File: config.mk
export PLATFORM = sky130hd
export DESIGN_NAME = fetch_unit
export DESIGN_NICKNAME = d
export VERILOG_FILES = /design/src/rtl/fetch_unit.sv
export SDC_FILE = /design/constraint.sdc
export NUM_CORES = 1
export LEC_CHECK = 0
export CAP_MARGIN = 20
export CORE_MARGIN = 5
export CORE_UTILIZATION = 39
export DETAILED_ROUTE_END_ITERATION = 6
export GPL_TIMING_DRIVEN = 0
export PLACE_DENSITY = 0.81
export SYNTH_ARGS = -nofsm -noshare
export SYNTH_HDL_FRONTEND = slang
export SYNTH_SLANG_ARGS = --single-unit
File: constraint.sdc
create_clock -name clk -period 1.3 [get_ports clk]
set_input_delay 0.26 -clock clk [delete_from_list [all_inputs] [get_ports clk]]
set_output_delay 0.26 -clock clk [all_outputs]
set_load 0.02 [all_outputs]
File: src/rtl/fetch_unit.sv
// fetch_unit: four-phase instruction sequencer and program counter.
// Generates one-hot phase strobes Q1..Q4, fetches one 8-bit word per
// instruction cycle, and resolves GOTO and skip requests at the Q4 edge.
module fetch_unit #(
    parameter int unsigned          ADDR_W       = 6,
    parameter logic [ADDR_W-1:0]    RESET_VECTOR = '0
) (
    input  logic              clk,
    input  logic              rst,
    input  logic              stall,
    input  logic              skip,
    input  logic [7:0]        pm_data,
    output logic [ADDR_W-1:0] pm_addr,
    output logic [7:0]        inst_reg,
    output logic              inst_valid,
    output logic              clk1,
    output logic              clk2,
    output logic              clk3,
    output logic              clk4
);

    typedef enum logic [3:0] {
        Q1 = 4'b0001,
        Q2 = 4'b0010,
        Q3 = 4'b0100,
        Q4 = 4'b1000
    } phase_t;

    phase_t            phase;
    logic [ADDR_W-1:0] pc;
    logic [ADDR_W-1:0] goto_target;
    logic              is_goto;

    // GOTO target: 6-bit literal from the instruction, upper PC bits cleared
    always_comb begin
        goto_target      = '0;
        goto_target[5:0] = inst_reg[5:0];
    end

    // An injected NOP is class 00, so only a real fetched word can branch
    assign is_goto = inst_valid && (inst_reg[7:6] == 2'b10);

    assign {clk4, clk3, clk2, clk1} = phase;
    assign pm_addr                  = pc;

    // Phase ring plus PC / instruction latch, all frozen while stalled
    always_ff @(posedge clk or posedge rst) begin
        if (rst) begin
            phase      <= Q1;
            pc         <= RESET_VECTOR;
            inst_reg   <= '0;
            inst_valid <= 1'b0;
        end else if (!stall) begin
            case (phase)
                Q1: phase <= Q2;
                Q2: phase <= Q3;
                Q3: phase <= Q4;
                Q4: begin
                    phase <= Q1;
                    if (is_goto) begin
                        pc         <= goto_target;
                        inst_reg   <= '0;
                        inst_valid <= 1'b0;
                    end else if (skip) begin
                        pc         <= pc + 1'b1;
                        inst_reg   <= '0;
                        inst_valid <= 1'b0;
                    end else begin
                        pc         <= pc + 1'b1;
                        inst_reg   <= pm_data;
                        inst_valid <= 1'b1;
                    end
                end
                default: phase <= Q1;
            endcase
        end
    end

endmodule

# [Word level (Yosys, flattened, before mapping)]
# Cells that the tools add are included.
[totals] register_bits=19 inputBits=12 out_inout_bits=19
[classes] n_addsub=1 n_eq_ne=5 mux=6 bitwise_logic=1 n_reduce_logical=2
[op_table] op="2-to-1 mux 8 bit" n=2
[op_table] op="case mux 4 bit (3 select lines)" n=1
[op_table] op="adder 6 x 1 -> 6 bit, second input constant" n=1
[op_table] op="2-to-1 mux 6 bit" n=1
[op_table] op="equality test 4 x 1 -> 1 bit, second input constant" n=1
[op_table] op="equality test 4 x 2 -> 1 bit, second input constant" n=1
[op_table] op="equality test 4 x 3 -> 1 bit, second input constant" n=1
[op_table] op="equality test 4 bit, second input constant" n=1
[op_table] op="equality test 2 bit, second input constant" n=1
[op_table] op="2-to-1 mux 1 bit" n=2
[op_table] op="AND reduction 2 bit" n=1
[op_table] op="logical AND 1 bit" n=1
[op_table] op="inverter 1 bit" n=1

# [Longest topological paths before layout]
# Gate-level depths: netlist of the first run.
[logic_depth] depth_word=3 ltp_mapped=5 ltp_nobuf=4

# [Least setup slack after synthesis of the first run]
# Ideal clock, no wire load.
[synth_timing] path_type="reg-to-reg" from="register phase[1]" to="register inst_reg[0]" setup_time_ps=121 arrival_ps=1274 required_ps=1179 slack_ps=-94 path_stages_with_launch=5 path_buffers=1 cell_sequence="dfrtp_1 -> nor3_2 -> nand3_2 -> buf_2 -> a22o_1"
[synth_via] elab_chain_len=2
[synth_rtl] element="start: declaration" line="29" source="phase_t phase;"
[synth_rtl] element="start signal: assignment" line="49" source="phase <= Q1;"
[synth_rtl] element="start signal: assignment" line="55" source="Q1: phase <= Q2;"
[synth_rtl] element="start signal: assignment" line="56" source="Q2: phase <= Q3;"
[synth_rtl] element="equality test 4 bit" line="54" source="case (phase)"
[synth_rtl] element="AND reduction 2 bit (no source line)"
[synth_rtl] element="end signal: assignment" line="70" source="inst_reg <= pm_data;"
[synth_rtl] element="end: declaration" line="14" source="output logic [7:0] inst_reg,"
# No other way between the ends.
# A chain may end at the register's enable or synchronous reset.

# [Worst setup path after layout of the first run]
[layout_timing] from="register phase[2]" to="register inst_reg[5]"
# Same word-level chain as after synthesis.

==> results.md, run 1 <==
* Slew Viols, Final at 0
* VDD IR-drop max at 0.001041 V
* Dpl hpwl at 1563 microns
* Beginning of the critical path: phase[2]
* R2R cell count at 5
* Max cap viols at 0
* Crit share post-route at 1.051
* Ys async rst share at 1.000
* Final setup violation count at 14
* Flop-to-flop setup slack at -0.07 ns
* Reg power frac at 0.408
* IO Port Bufs at 30
* Synth top cells by count: 18 x dfrtp_1, 10 x a22o_1, 8 x nand2_1, 6 x a21oi_1, 5 x o22a_1
* Final hold vios at 0
* Drc violations at 0
* Core Area at 0.002170 sq mm
* Yosys top cell by area: dfrtp_1
* Leakage power at 0.6689 nW
* Total chip power at 0.002304 W
* Area contributors post-synth: dfrtp_1 52%, a22o_1 10%, o22a_1 5.0%
* Diodes inserted at 0
* Comb pwr share at 0.459
* Unrepaired setup endpoints after global routing: yes
* F_max at 732.1 MHz
* Crit path to: inst_reg[5]
* Setup TNS at -0.5996 ns
* Syn nets at 93
* Initial antenna violation count at 0
* Placed Instance Area at 0.001211 sq mm
* Crit path required time at 1.56 ns
* Max Root-Sink Buffers at 2
* Net Switching at 0.0008992 W
* Clk sink count at 19
* Switching share of power at 0.3903
* Die area at 0.003286 sq mm
* TritonCTS clock tree: built
* R2r startpoint: phase[2]
* Failing checks: setup timing
* Synthesized instance count at 80
* # rows at 17
* Clock power share at 0.132
* First-pass GRT wire length at 3877 microns
* Starting Density at 0.4025
* Final worst slack at -0.06596 ns
* Layout cell share with drive strength beyond 1 at 0.4286
* Slew Limit Headroom at 0.5246
* Fin crit period at 1.366 ns
* EDFF count, synth at 0
* Final Wtd Congestion at 0.7236
* Total track usage at 0.1549
* Int Power at 0.001405 W
* Pre-CTS WS at -0.6158 ns
* Largest net degree at the start of global routing at 20
* Clk pin slew, worst setup/hold paths at 0.11 ns
* Root buf cell: clkbuf_4
* Synth Cell Area at 873.3 sq um
* Outcome: finished with violations
* Vias per std cell at 5.286
* Setup crit end kind: flip-flop
* Worst-skew pair later-pin latency at 0.31 ns
* Via count at 851
* Hold-fix buffers, CTS at 0
* Flops & latches, synth at 19
* Worst Tran Pin Value at 0.7123 ns
* Chip width at 57.32 microns
* WL final at 2499 microns
* Remaining Overflow, GRT at 0
* Worst Setup Start Kind: flip-flop
* Largest register FFs at 8
* Distinct cells, synth at 25
* Cell Pwr Density at 1673 mW/mm^2
* Post-synthesis sequential area ratio at 0.5458
* Nets at 147
* Top-count cell post-synth: dfrtp_1
* RR Endpoint: inst_reg[5]
* Pre-antenna DRT Iters at 4
* Mean Syn Cell Area at 10.92 sq um
* Finished Cell Area at 0.001378 sq mm
* Worst hold slack at 0.3539 ns
* CP max FO at 7
* YS warnings at 0
* Synth top area share at 0.5158
* Main synth FF type: dfrtp_1
* Hold Crit Class: primary input to asynchronous set/reset pin
* Final antenna-violating net count at 0
* Clock buffer count from CTS at 3
* Area Growth Syn to Fin at 57.74%
* I/O pin cnt at 31
* Wire per inst at 15.52 microns
* Worst EP arrival at 1.62 ns
* Vias in the first global route at 867
* Max H-tree Level at 1
* Iter 0 DRT Violations at 18
* Final Skew at 0.007011 ns
* Die H at 57.32 microns
* CP Class: flip-flop to flip-flop
power by group through the flow:
stage / Clock, W / Combinational, W / Sequential [W]
after detailed placement: 0 / 0.000878 / 0.000978
after global placement: 0 / 0.000865 / 0.000964
final: 0.000304 / 0.00106 / 0.000941
after CTS: 0.000306 / 0.00101 / 0.000937
after floorplan: 0 / 0.000266 / 0.00114
after global routing: 0.000339 / 0.00114 / 0.000963
how the worst min path moves through the flow:
stage	startpoint	end	cells past startpoint
after detailed placement	inst_reg[1]	inst_reg[1]	1
final	rst	pm_addr[5]	2
after global placement	inst_valid	inst_valid	1
after floorplan	rst	inst_reg[0]	1
after global routing	rst	inst_valid	2
after CTS	rst	pm_addr[0]	2
per-stage QoR:
stage / utilization / cells
after detailed placement: 0.5582 / 138
after global routing: 0.6349 / 161
after global placement: 0.5582 / 138
final: 0.6349 / 161
after floorplan: - / 80
after CTS: 0.6413 / 157
critical path, stage by stage (launching register included):
cell,delay (ns)
dfrtp_2,0.44
nor3_4,0.24
nand3_4,0.14
nor3_4,0.22
buf_6,0.16
a22o_1,0.12
layout by cell type, fill, tap and decap left out, types with 2 or more instances in the layout:
| master | instances |
|---|---|
| buf_4 | 20 |
| dfrtp_1 | 14 |
| clkbuf_2 | 11 |
| a22o_1 | 10 |
| clkdlybuf4s50_1 | 10 |
| nand2_1 | 7 |
| o22a_1 | 5 |
| buf_6 | 4 |
| nor2_1 | 4 |
| clkdlybuf4s15_2 | 4 |
| dfrtp_2 | 4 |
| nand3_1 | 3 |
| inv_1 | 3 |
| a21oi_1 | 3 |
| a31oi_1 | 3 |
| a21oi_2 | 3 |
| clkbuf_4 | 3 |
| nor3_4 | 2 |
| and3_1 | 2 |
| nor4_1 | 2 |
logic make-up (layout without fill, tap and decap cells):
logic type / count (synthesis) / in the layout / share of synthesized area
buf+inv: 6 / 59 / 0.02865
xor+xnor: 1 / 1 / 0.01003
simple gates: 24 / 24 / 0.1547
compound gates: 28 / 28 / 0.2350
flops: 19 / 19 / 0.5458
mux: 1 / 1 / 0.01146
fa+ha+maj: 1 / 1 / 0.01432
area by class of cell:
| cell class | instances | area, sq um |
|---|---|---|
| repair buffers | 49 | 389.1 |
| well taps | 28 | 35.03 |
| plain buffers | 3 | 30.03 |
| clock buffers | 3 | 22.52 |
| fillers | 194 | 792.0 |
| flip-flops and latches | 19 | 481.7 |
| inverters | 3 | 11.26 |
| multi-input cells | 55 | 402.9 |
| clock inverters | 1 | 5.005 |
repair_timing:
item / CTS / global route
resized for setup: 57 / 24
setup endpoints to repair: 34 / 33
pin swaps: 3 / 9
gates cloned: 0 / 0
setup buffers: 15 / 4
routing by layer:
metal	vias up	routed length, microns	part of all wire	global-route usage
li1	406	-	-	-
met1	417	977	0.39	0.1676
met2	23	1371	0.55	0.2806
met3	5	99	0.040	0.02715
met4	0	51	0.020	0.08940
met5	-	0	0	0
No activity file was read; power rests on OpenSTA's default activity.
==> inputs of run 2 (changes only) <==
--- a/config.mk
+++ b/config.mk
@@ -7,10 +7,12 @@
 export LEC_CHECK = 0
 export CAP_MARGIN = 20
 export CORE_MARGIN = 5
-export CORE_UTILIZATION = 39
+export CORE_UTILIZATION = 53
 export DETAILED_ROUTE_END_ITERATION = 6
+export DONT_BUFFER_PORTS = 1
 export GPL_TIMING_DRIVEN = 0
-export PLACE_DENSITY = 0.81
+export MAX_ROUTING_LAYER = met4
+export PLACE_DENSITY = 0.78
 export SYNTH_ARGS = -nofsm -noshare
 export SYNTH_HDL_FRONTEND = slang
 export SYNTH_SLANG_ARGS = --single-unit
==> results.md, run 2 (same netlist as run 1, synthesis figures left out) <==
* Max cap viols at 0
* Wire per inst at 19.11 microns
* Starting Density at 0.5666
* Final antenna-violating net count at 0
* Largest net degree at the start of global routing at 20
* Reg area at 484.2 sq um
* Crit share post-route at 1.147
* Final Wtd Congestion at 0.7831
* Final worst slack at -0.1914 ns
* Most frequent cells in the layout: 12 x dfrtp_1, 10 x a22o_1, 8 x nand2_1
* Total track usage at 0.1626
* Outcome: finished with violations
* Diodes inserted at 0
* Clock buffer count from CTS at 3
* F_max at 670.5 MHz
* Most common cell after layout, fill and taps aside: dfrtp_1
* Worst hold slack at 0.08412 ns
* Flop-to-flop setup slack at -0.19 ns
* Clk sink count at 19
* Nets at 107
* Largest register FFs at 8
* Clk pin slew, worst setup/hold paths at 0.11 ns
* Hold Crit Class: primary input to flip-flop
* TritonCTS clock tree: built
* Crit path max-delay family: simple AND/OR/NAND/NOR gates
* CP most frequent cell: nor3_4
* Leakage power at 0.4735 nW
* Setup crit end kind: flip-flop
* Area occupied by multi-input gates at 389.1 sq um
* Via count at 702
* Pre-CTS WS at -0.2331 ns
* First-pass GRT wire length at 3146 microns
* Final setup violation count at 15
* Vias per std cell at 6.440
* Chip width at 50.60 microns
* Iter 0 DRT Violations at 4
* Pre-antenna DRT Iters at 4
* I/O pin cnt at 31
* CP max FO at 6
* Initial antenna violation count at 0
* Worst Hold Launch: stall
* Area Growth Syn to Fin at 18.77%
* Layout cell share with drive strength beyond 1 at 0.2688
* Worst Setup Start Kind: flip-flop
* Worst path slowest cell: dfrtp_2
* Unrepaired setup endpoints after global routing: yes
* Die area at 0.002560 sq mm
* Die H at 50.60 microns
* Worst Tran Pin Value at 0.7140 ns
* Crit path required time at 1.53 ns
* Drc violations at 0
* R2R cell count at 5
* FILL cells at 122
* Final hold vios at 0
* Max Root-Sink Buffers at 2
* Critical Path Max Stage Delay at 0.51 ns
* Max H-tree Level at 1
* IO Port Bufs at 0
* VDD IR-drop max at 0.001137 V
* Hold-critical path depth at 2
* Core Area at 0.001541 sq mm
* Root buf cell: clkbuf_4
* Final Skew at 0.003369 ns
* CP Class: flip-flop to flip-flop
* RR Endpoint: inst_reg[6]
* Dpl hpwl at 1343 microns
* Cell Pwr Density at 1806 mW/mm^2
* Remaining Overflow, GRT at 0
* Slew Limit Headroom at 0.5235
* WL final at 2083 microns
* # rows at 14
* Fin crit period at 1.491 ns
* Cell Chain, Critical Path: nor3_4 -> nand3_4 -> nor3_4 -> buf_4 -> a22o_1
* Failing checks: setup timing
* Worst-skew pair later-pin latency at 0.29 ns
* Worst Path Buf+Inv at 1
* R2r startpoint: phase[1]
* WHS Endpoint: phase[1]
* Slew Viols, Final at 0
* Vias in the first global route at 703
* Worst EP arrival at 1.73 ns
-- run 2: changes by cell type in the layout (fill, tap and decap cells not counted), moves of 2 or more --
cell             before  now
clkbuf_2             11    0
a21oi_2               3    1
dlygate4sd3_1         0    2
a21oi_1               3    5
dfrtp_2               4    6
clkdlybuf4s15_2       4    0
buf_4                20    7
dfrtp_1              14   12
clkdlybuf4s50_1      10    0
-- run 2: worst reg2reg max path, stage by stage, from the launching register on --
cell and delay, ns:
dfrtp_2 0.51, nor3_4 0.25, nand3_4 0.14, nor3_4 0.24, buf_4 0.17, a22o_1 0.12
-- run 2: layout make-up --
cell class / instances / share of cell area
Buffer: 3 / 0.02895
Clock buffer: 4 / 0.02533
Inverter: 3 / 0.01086
Multi-Input combinational cell: 55 / 0.3752
Sequential cell: 19 / 0.4668
Tap cell: 16 / 0.01930
Timing Repair Buffer: 9 / 0.07358
-- run 2: where the power goes --
part	switching (W)	internal (W)	leakage (nW)	total, W
Sequential	0.000435	0.000774	0.249	0.00121
Combinational	0.000166	0.000204	0.210	0.000371
Clock	0.000175	0.000119	0.0150	0.000294
-- run 2: timing repair --
action / in CTS / in global routing
buffers inserted: 5 / 2
resized for setup: 9 / 6
pin swaps: 2 / 1
hold buffers: 1 / 1
hold endpoints to repair: 18 / 1
gates cloned: 0 / 0
setup endpoints to repair: 15 / 15
-- run 2: layer usage --
metal / GRT usage / up-vias / share of wire
met4: 0.05106 / 0 / 0.010
met2: 0.2789 / 25 / 0.54
met3: 0.06213 / 4 / 0.077
met1: 0.1698 / 348 / 0.38
li1: - / 325 / -
met5: - / - / 0
-- run 2: worst max path at each step --
stage                   to     start  cells after the start
2_1_floorplan  inst_reg[0]  phase[1]                      4
3_3_place_gp   inst_reg[0]  phase[2]                      4
3_5_place_dp   inst_reg[7]  phase[2]                      4
4_1_cts        inst_reg[6]  phase[1]                      5
5_1_grt        inst_reg[5]  phase[1]                      5
6_report       inst_reg[6]  phase[1]                      5
-- run 2: through the flow --
step	utilization	setup TNS, ns	cell area [sq um]	power, W	instances
finish	0.6729	-2.282	1037	0.001873	109
global route	0.6729	-3.566	1037	0.001977	109
CTS	0.6420	-1.684	989.7	0.001829	106
detailed placement	0.5812	-2.637	895.9	0.001508	96
global placement	0.5812	-2.564	895.9	0.001482	96
floorplan	-	-0.5373	875.8	0.001404	80
